$ cat config.mk
export PLATFORM = sky130hd
export DESIGN_NAME = arb_requester_flat
export DESIGN_NICKNAME = d
export VERILOG_FILES = /design/src/rtl/arb_requester_if.sv /design/src/rtl/arb_requester.sv /design/src/flat_wrapper.sv
export SDC_FILE = /design/constraint.sdc
export NUM_CORES = 1
export LEC_CHECK = 0
export ABC_AREA = 1
export CAP_MARGIN = 30
export CORE_AREA = 10 10 109 111
export CTS_BUF_LIST = sky130_fd_sc_hd__clkbuf_16
export CTS_CLUSTER_DIAMETER = 50
export DETAILED_ROUTE_END_ITERATION = 7
export DIE_AREA = 0 0 119 121
export HOLD_SLACK_MARGIN = 0.05
export PLACE_DENSITY_LB_ADDON = 0.05
export SYNTH_ARGS = -nofsm -noshare
export SYNTH_HDL_FRONTEND = slang
export SYNTH_SLANG_ARGS = --single-unit
$ cat constraint.sdc
create_clock -name clk -period 5.2 [get_ports clk]
set_input_delay 0.52 -clock clk [delete_from_list [all_inputs] [get_ports clk]]
set_output_delay 0.52 -clock clk [all_outputs]
set_load 0.005 [all_outputs]
$ cat src/rtl/arb_requester_if.sv
`default_nettype none
// ============================================================================
// Module  : arb_requester_if
// Brief   : Upstream valid/ready, arbiter req/gnt and drain bundle for arb_requester.
// Revision: 1.0  initial release
// ============================================================================
interface arb_requester_if #(
  parameter int DW      = 8,
  parameter int TIMEOUT = 15
);
  localparam int c_wcw = $clog2(TIMEOUT + 1);

  logic             in_valid;
  logic             in_ready;
  logic [DW-1:0]    in_data;
  logic             req;
  logic             gnt;
  logic             out_valid;
  logic [DW-1:0]    out_data;
  logic             starve;
  logic [c_wcw-1:0] wait_cnt;

  // master is the requester agent itself
  modport master (
    input  in_valid, in_data, gnt,
    output in_ready, req, out_valid, out_data, starve, wait_cnt
  );

  modport slave (
    output in_valid, in_data, gnt,
    input  in_ready, req, out_valid, out_data, starve, wait_cnt
  );
endinterface
`default_nettype wire

$ cat src/rtl/arb_requester.sv
`default_nettype none
// ============================================================================
// Module  : arb_requester
// Brief   : FIFO-buffered arbiter client with burst cap, fairness gap and starvation flag.
// Revision: 1.0  initial release
// ============================================================================
module arb_requester #(
  parameter int DW        = 8,
  parameter int DEPTH     = 8,
  parameter int MAX_BURST = 4,
  parameter int TIMEOUT   = 15
) (
  input  wire logic       clk,
  input  wire logic       rst_n,
  arb_requester_if.master bus
);
  localparam int c_aw  = $clog2(DEPTH);
  localparam int c_wcw = $clog2(TIMEOUT + 1);
  localparam int c_bcw = $clog2(MAX_BURST + 1);

  localparam logic [1:0] c_idle    = 2'd0;
  localparam logic [1:0] c_req     = 2'd1;
  localparam logic [1:0] c_release = 2'd2;

  logic [DW-1:0]    r_mem [DEPTH];
  logic [c_aw:0]    r_wr_ptr;
  logic [c_aw:0]    r_rd_ptr;
  logic [1:0]       r_state;
  logic [1:0]       w_state_nxt;
  logic [c_bcw-1:0] r_burst_cnt;
  logic [c_wcw-1:0] r_wait_cnt;
  logic [c_wcw-1:0] w_wait_nxt;
  logic             r_out_valid;
  logic [DW-1:0]    r_out_data;
  logic             r_starve;

  logic             w_full;
  logic             w_empty;
  logic             w_push;
  logic             w_pop;
  logic             w_last_pop;
  logic [c_aw:0]    w_count;

  // Pointers carry one extra wrap bit so full and empty are distinguishable
  assign w_count = r_wr_ptr - r_rd_ptr;
  assign w_empty = (r_wr_ptr == r_rd_ptr);
  assign w_full  = (r_wr_ptr[c_aw] != r_rd_ptr[c_aw]) &&
                   (r_wr_ptr[c_aw-1:0] == r_rd_ptr[c_aw-1:0]);

  assign w_push = bus.in_valid & ~w_full;
  assign w_pop  = (r_state == c_req) & bus.gnt;

  // Tenure ends on the burst cap or when this pop drains the FIFO
  assign w_last_pop = w_pop &
                      ((r_burst_cnt == c_bcw'(MAX_BURST - 1)) ||
                       ((w_count == (c_aw + 1)'(1)) && !w_push));

  always_comb begin
    w_state_nxt = r_state;
    case (r_state)
      c_idle:    if (!w_empty) w_state_nxt = c_req;
      c_req:     if (w_last_pop) w_state_nxt = c_release;
      c_release: w_state_nxt = w_empty ? c_idle : c_req;
      default:   w_state_nxt = c_idle;
    endcase
  end

  always_comb begin
    w_wait_nxt = '0;
    if ((r_state == c_req) && !bus.gnt) begin
      w_wait_nxt = (r_wait_cnt == c_wcw'(TIMEOUT)) ? r_wait_cnt : r_wait_cnt + 1'b1;
    end
  end

  always_ff @(posedge clk or negedge rst_n) begin
    if (!rst_n) begin
      r_state     <= c_idle;
      r_wr_ptr    <= '0;
      r_rd_ptr    <= '0;
      r_burst_cnt <= '0;
      r_wait_cnt  <= '0;
      r_starve    <= 1'b0;
      r_out_valid <= 1'b0;
      r_out_data  <= '0;
    end else begin
      r_state     <= w_state_nxt;
      r_wait_cnt  <= w_wait_nxt;
      r_starve    <= (w_wait_nxt == c_wcw'(TIMEOUT));
      r_out_valid <= w_pop;
      if (w_push) r_wr_ptr <= r_wr_ptr + 1'b1;
      if (w_pop) begin
        r_rd_ptr    <= r_rd_ptr + 1'b1;
        r_out_data  <= r_mem[r_rd_ptr[c_aw-1:0]];
        r_burst_cnt <= w_last_pop ? '0 : r_burst_cnt + 1'b1;
      end
    end
  end

  // Storage needs no reset: the pointers alone define what is valid
  always_ff @(posedge clk) begin
    if (w_push) r_mem[r_wr_ptr[c_aw-1:0]] <= bus.in_data;
  end

  assign bus.in_ready  = ~w_full;
  assign bus.req       = (r_state == c_req);
  assign bus.out_valid = r_out_valid;
  assign bus.out_data  = r_out_data;
  assign bus.starve    = r_starve;
  assign bus.wait_cnt  = r_wait_cnt;
endmodule
`default_nettype wire

$ cat src/flat_wrapper.sv
// flat-port wrapper written by rule: the top's interface ports become plain ports
module arb_requester_flat 
#(
  parameter int DW        = 8,
  parameter int DEPTH     = 8,
  parameter int MAX_BURST = 4,
  parameter int TIMEOUT   = 15
)
  (clk, rst_n, bus_in_valid, bus_in_data, bus_gnt, bus_in_ready, bus_req, bus_out_valid, bus_out_data, bus_starve, bus_wait_cnt);
  arb_requester_if #(.DW(DW), .TIMEOUT(TIMEOUT)) bus_i ();
  input  wire logic clk;
  input  wire logic rst_n;
  input wire logic [$bits(bus_i.in_valid)-1:0] bus_in_valid;
  input wire logic [$bits(bus_i.in_data)-1:0] bus_in_data;
  input wire logic [$bits(bus_i.gnt)-1:0] bus_gnt;
  output wire logic [$bits(bus_i.in_ready)-1:0] bus_in_ready;
  output wire logic [$bits(bus_i.req)-1:0] bus_req;
  output wire logic [$bits(bus_i.out_valid)-1:0] bus_out_valid;
  output wire logic [$bits(bus_i.out_data)-1:0] bus_out_data;
  output wire logic [$bits(bus_i.starve)-1:0] bus_starve;
  output wire logic [$bits(bus_i.wait_cnt)-1:0] bus_wait_cnt;
  assign bus_i.in_valid = bus_in_valid;
  assign bus_i.in_data = bus_in_data;
  assign bus_i.gnt = bus_gnt;
  assign bus_in_ready = bus_i.in_ready;
  assign bus_req = bus_i.req;
  assign bus_out_valid = bus_i.out_valid;
  assign bus_out_data = bus_i.out_data;
  assign bus_starve = bus_i.starve;
  assign bus_wait_cnt = bus_i.wait_cnt;
  arb_requester #(.DW(DW), .DEPTH(DEPTH), .MAX_BURST(MAX_BURST), .TIMEOUT(TIMEOUT)) u_core (.clk(clk), .rst_n(rst_n), .bus(bus_i));
endmodule
; ---- Word level (Yosys, flattened, before mapping)
; Memories as Yosys holds them, arrays and structs flattened. A register that Yosys moved wholly into a read port is not among the register bits.
; Index checks and enable logic that the tools add are counted.
[totals]
reg_bits = 19
in_bits = 12
ramBits = 64
n_memories = 1
romBits = 0
elab_cells = 46
latch_bits = 0
[mem_list]
columns = name, words, width, read_ports, rd_ports_with_merged_regs, write_ports, line
row1 = u_core.r_mem, 8, 8, 1, 1, 1, arb_requester.sv:25  ; logic [DW-1:0] r_mem [DEPTH];
[classes]
addsub = 5
div_mod_pow = 0
n_mux = 9
shift = 0
eq_ne = 11
bitwise_logic = 4
n_reduce_logical = 9
magnitude_cmp = 0
n_mul = 0
[op_table]
columns = cell, count
row1 = "adder 4 x 1 -> 4 bit, second input constant", 3
row2 = "== test 4 bit, second input constant", 2
row3 = 2-to-1 mux 4 bit, 2
row4 = one-hot mux 2 bit (3 select lines), 1
row5 = "== test 4 x 1 -> 1 bit, second input constant", 1
row6 = == test 4 bit, 1
row7 = 2-to-1 mux 2 bit, 2
row8 = subtractor 4 bit, 1
row9 = "adder 3 x 1 -> 3 bit, second input constant", 1
row10 = AND 1 bit, 3
row11 = "== test 3 x 2 -> 1 bit, second input constant", 1
row12 = == test 3 bit, 1
row13 = logical AND 1 bit, 3
row14 = zero test 1 bit, 3
row15 = 2-to-1 mux 1 bit, 3
row16 = 2-to-1 mux 3 bit, 1
row17 = "== test 2 x 1 -> 1 bit, second input constant", 1
row18 = "== test 2 bit, second input constant", 1
row19 = zero test 2 bit, 1
row20 = "!= test 2 x 1 -> 1 bit, second input constant", 1
row21 = "!= test 2 bit, second input constant", 1
row22 = AND reduction 2 bit, 1
row23 = logical OR 1 bit, 1
row24 = != test 1 bit, 1
row25 = NOT 1 bit, 1

; ---- Longest topological paths before layout
[depth]
ltp_word = 10
mapped_depth = 13

; ---- Worst setup path after synthesis
; OpenSTA, ideal clock, no wires.
[synth_timing]
path_kind = reg-to-reg
startpoint = reg u_core.r_rd_ptr[2]
endpoint = mem u_core.r_mem[0][0] (enable)
setup_ns = 0.370
path_buffers = 1
required_time_ns = 4.830
path_stages_with_launch = 11
arrival_ns = 1.858
period_less_slack_ns = 2.228
slack_ns = 2.972
cell_sequence = dfrtp_1 -> clkbuf_1 -> inv_2 -> ha_1 -> inv_2 -> nor2_4 -> nand2_4 -> nand2_4 -> inv_4 -> nand2_1 -> nor2_1
[synth_between]
elab_chain_len = 6
[synth_rtl]
columns = item, line
row1 = start: declaration, arb_requester.sv:27  ; logic [c_aw:0] r_rd_ptr;
row2 = start signal: assignment, arb_requester.sv:92  ; r_rd_ptr <= r_rd_ptr + 1'b1;
row3 = == test 3 bit, arb_requester.sv:48  ; (r_wr_ptr[c_aw-1:0] == r_rd_ptr[c_aw-1:0]);
row4 = logical AND 1 bit, arb_requester.sv:47  ; assign w_full = (r_wr_ptr[c_aw] != r_rd_ptr[c_aw]) &&
row5 = NOT 1 bit, --
row6 = named net bus_in_ready, flat_wrapper.sv:16  ; output wire logic [$bits(bus_i.in_ready)-1:0] bus_in_ready;
row7 = AND 1 bit, arb_requester.sv:50  ; assign w_push = bus.in_valid & ~w_full;
row8 = 2-to-1 mux 1 bit, arb_requester.sv:101  ; if (w_push) r_mem[r_wr_ptr[c_aw-1:0]] <= bus.in_data;
row9 = 2-to-1 mux 1 bit (not written as such), arb_requester.sv:101
row10 = end: declaration, arb_requester.sv:25
; The timed path passes the listed nets, and every way through them passes these cells.

; ---- Final worst setup path
[layout_timing]
startpoint = reg u_core.r_rd_ptr[1]
endpoint = out bus_in_ready
[layout_between]
elab_chain_len = 3
[layout_rtl]
columns = item, line
row1 = == test 3 bit, arb_requester.sv:48
row2 = logical AND 1 bit, arb_requester.sv:47
row3 = NOT 1 bit, arb_requester.sv:104  ; assign bus.in_ready = ~w_full;
row4 = end: declaration, flat_wrapper.sv:16
; Every way passes these cells.

==> impl_metrics.csv <==
group,metric,value,unit
timing,max_slew_margin,0.3009,
floorplan,num_rows,36,
logic_synthesis,yosys.area.top_type,"edfxtp_1",
floorplan,start_util,0.3954,
drt,drtPass1Iterations,5,
power,peakVddDrop,0.2271,mV
drt,vias,2508,
logic_synthesis,dominantRegCellSynth,"edfxtp_1",
logic_synthesis,synth-compound-area-share,0.08733,
layout,nets,372,
timing,finClkSkew,0.009526,ns
clock_tree,numCtsBuffers,9,
worst_setup_path,crit_fanout,19,
placed_design,hpwl,6.524,mm
floorplan,boundaryPins,28,
global_routing,grt_usage,0.1326,
logic_synthesis,synth_top_area_frac,0.5043,
clock_tree,clkLatencyLatePin,0.34,ns
logic_synthesis,synth_mux_area_frac,0,
logic_synthesis,yosys_warnings,0,
layout,final_core_utilization,0.4646,
global_routing,grt_pass1_vias,2496,
placed_design,gp_congestion,0.8230,
floorplan,die_y,121,um
logic_synthesis,synthXorXnorAreaFrac,0.01609,
logic_synthesis,synth_area,3811,um^2
clock_tree,cts_max_path_buffers,2,
logic_synthesis,synthAdderAreaFrac,0.03152,
min_path,hp-class,"register to register",
clock_tree,path_clk_slew,0.07,ns
drt,drt_first_iter_violations,241,
drt,viasPerCell,5.129,
clock_tree,post_cts_resized,0,
logic_synthesis,synth.most_common_cell,"edfxtp_1",
drt,wirelength,9.186,mm
flow_run,drv_cap,0,
timing,setup_tns,0,ns
worst_setup_path,worstPathArrival,2.53,ns
power,powerDensity,575.6,nW/um^2
timing,timing.fmax,0.3279,GHz
logic_synthesis,async_reset_ff_frac,0.2967,
logic_synthesis,synth_edf_count,64,
worst_setup_path,required,4.68,ns
layout,antenna_cells,0,
logic_synthesis,netlist_instances,323,
placed_design,io_buffer_count,27,
timing,worst_pin_slew,1.049,ns
logic_synthesis,synth_top_family_by_area,"simple AND/OR/NAND/NOR gates",
clock_tree,cts.sinks,91,
logic_synthesis,syn_area_per_cell,11.80,um^2
logic_synthesis,synth_area_leaders,"edfxtp_1, dfrtp_1, nand2_1, nor2_1, o221ai_1",
global_routing,antenna_found_initial,0,
logic_synthesis,synth.distinct_cells,27,
floorplan,dieArea,14400,um^2
power,power.total,2.578,mW
clock_tree,hold_buffers,0,
worst_setup_path,path_class,"register to output pin",
clock_tree,root_buffer,"clkbuf_16",
timing,finalSetupViolCount,0,
global_routing,grt_max_degree,37,
timing,hold_viol_final,0,
timing,slew_viol_final,0,
logic_synthesis,ys_seq_elements,91,
drt,ant_nets,0,
layout,finish.instance_area,4478,um^2
logic_synthesis,synth_commonest_cells,"edfxtp_1, nand2_1, nor2_1, dfrtp_1, o21ai_0",
timing,period_needed,3.049,ns
layout,drive_gt1_frac,0.08427,
logic_synthesis,synthSimpleGateAreaFrac,0.1448,
worst_setup_path,cp-start-kind,"register",
global_routing,grt-ovfl-total,0,
floorplan,die_x,119,um
global_routing,grt_pass1_wl,14.52,mm
logic_synthesis,ys_seq_area_frac,0.6815,
worst_setup_path,endpoint_kind,"output pin",
floorplan,core,9639,um^2
clock_tree,cts_tree,"done",
drt,drt-wirelength-per-cell,18.79,um
timing,rsz0062_at_grt,"false",
power,power.leakage,1.729,nW
timing,min_period_over_period,0.5864,
clock_tree,post_cts_buffers,0,
placed_design,placed_area,4200,um^2
status,status,"complete, no violations",
layout,area_growth,17.50,%
drt,drc,0,
logic_synthesis,syn-num-nets,344,
layout,fill_cells,935,
clock_tree,cts_max_level,3,
## through the flow
step / std cells / hold slack, ns / worst slack (ns)
6_report: 489 / 0.4779 / 2.151
5_1_grt: 489 / 0.5131 / 1.984
4_1_cts: 489 / 0.4845 / 2.140
3_5_place_dp: 473 / 0.4670 / 2.306
3_3_place_gp: 473 / 0.4648 / 2.417
2_1_floorplan: 323 / 0.2244 / 2.972
## state kept, by name (all words and copies together), names as in the netlist
signal,cells
u_core.r_state,2
u_core.bus.out_valid,1
u_core.r_wr_ptr,4
u_core.bus.starve,1
u_core.r_burst_cnt,3
u_core.r_rd_ptr,4
u_core.r_mem,64
u_core.bus.out_data,8
u_core.bus.wait_cnt,4
## worst paths after layout
kind                       slack, ns  depth (start not counted)                               start                                  to
max                             2.15                          6      u_core.r_rd_ptr[1]$_DFFE_PN0P_                        bus_in_ready
min                             0.48                          2  u_core.bus.out_data[0]$_DFFE_PN0P_  u_core.bus.out_data[0]$_DFFE_PN0P_
max reg2reg                     2.28                          9      u_core.r_rd_ptr[1]$_DFFE_PN0P_        u_core.r_mem[6][0]$_DFFE_PP_
min reg2reg                     0.48                          2  u_core.bus.out_data[0]$_DFFE_PN0P_  u_core.bus.out_data[0]$_DFFE_PN0P_
max in group asynchronous       4.34                          2                               rst_n      u_core.r_rd_ptr[1]$_DFFE_PN0P_
min in group asynchronous       0.58                          2                               rst_n  u_core.bus.out_data[7]$_DFFE_PN0P_
## kinds of logic (layout without fill, tap and decap cells)
kind of cell	count (synthesis)	in the layout
AND/OR/NAND/NOR	127	127
buffers and inverters	35	68
AO/OA/AOI/OAI	54	54
XOR/XNOR	7	7
flip-flops	91	91
adder cells (fa/ha/maj)	9	9
## cell usage in the layout (no fill, tap or decap), drive strengths merged, types with 2 or more instances in the layout
cell,count
clkinvlp,3
nor2,48
o221ai,16
nand2,59
clkdlybuf4s50,27
nand4,4
a21oi,2
clkbuf,9
xor2,6
edfxtp,64
nor3,2
nand3,12
dfrtp,27
o21ai,35
inv,27
ha,8
## worst max-delay path: stages (launching register included)
cell and delay, ns:
dfrtp_1 0.62, inv_1 0.41, ha_1 0.42, nand2_1 0.11, nor2_4 0.05, nand2_4 0.08, clkdlybuf4s50_1 0.50
## final cells by class
| cell class | instances | area (um^2) | area share |
|---|---|---|---|
| clock inverter | 7 | 52.55 | 0.01174 |
| inverter | 24 | 92.59 | 0.02068 |
| tap | 133 | 166.4 | 0.03716 |
| clock buffer | 9 | 225.2 | 0.05029 |
| timing repair buffer | 28 | 277.8 | 0.06203 |
| multi-input combinational | 197 | 1066 | 0.2381 |
| sequential | 91 | 2597 | 0.5801 |
## routing by layer
metal / vias up / part of all wire / global-route usage
li1: 1185 / - / -
met1: 1215 / 0.48 / 0.1774
met2: 90 / 0.45 / 0.2016
met3: 18 / 0.050 / 0.02420
met4: 0 / 0.025 / 0.06794
met5: - / 0 / 0
## power breakdown
group	leakage [nW]	internal (mW)	switching, mW
Clock	0.130	0.326	0.282
Sequential	0.915	0.951	0.147
Combinational	0.684	0.330	0.541
Total	1.73	1.61	0.970
No activity file was read; power rests on OpenSTA's default activity.
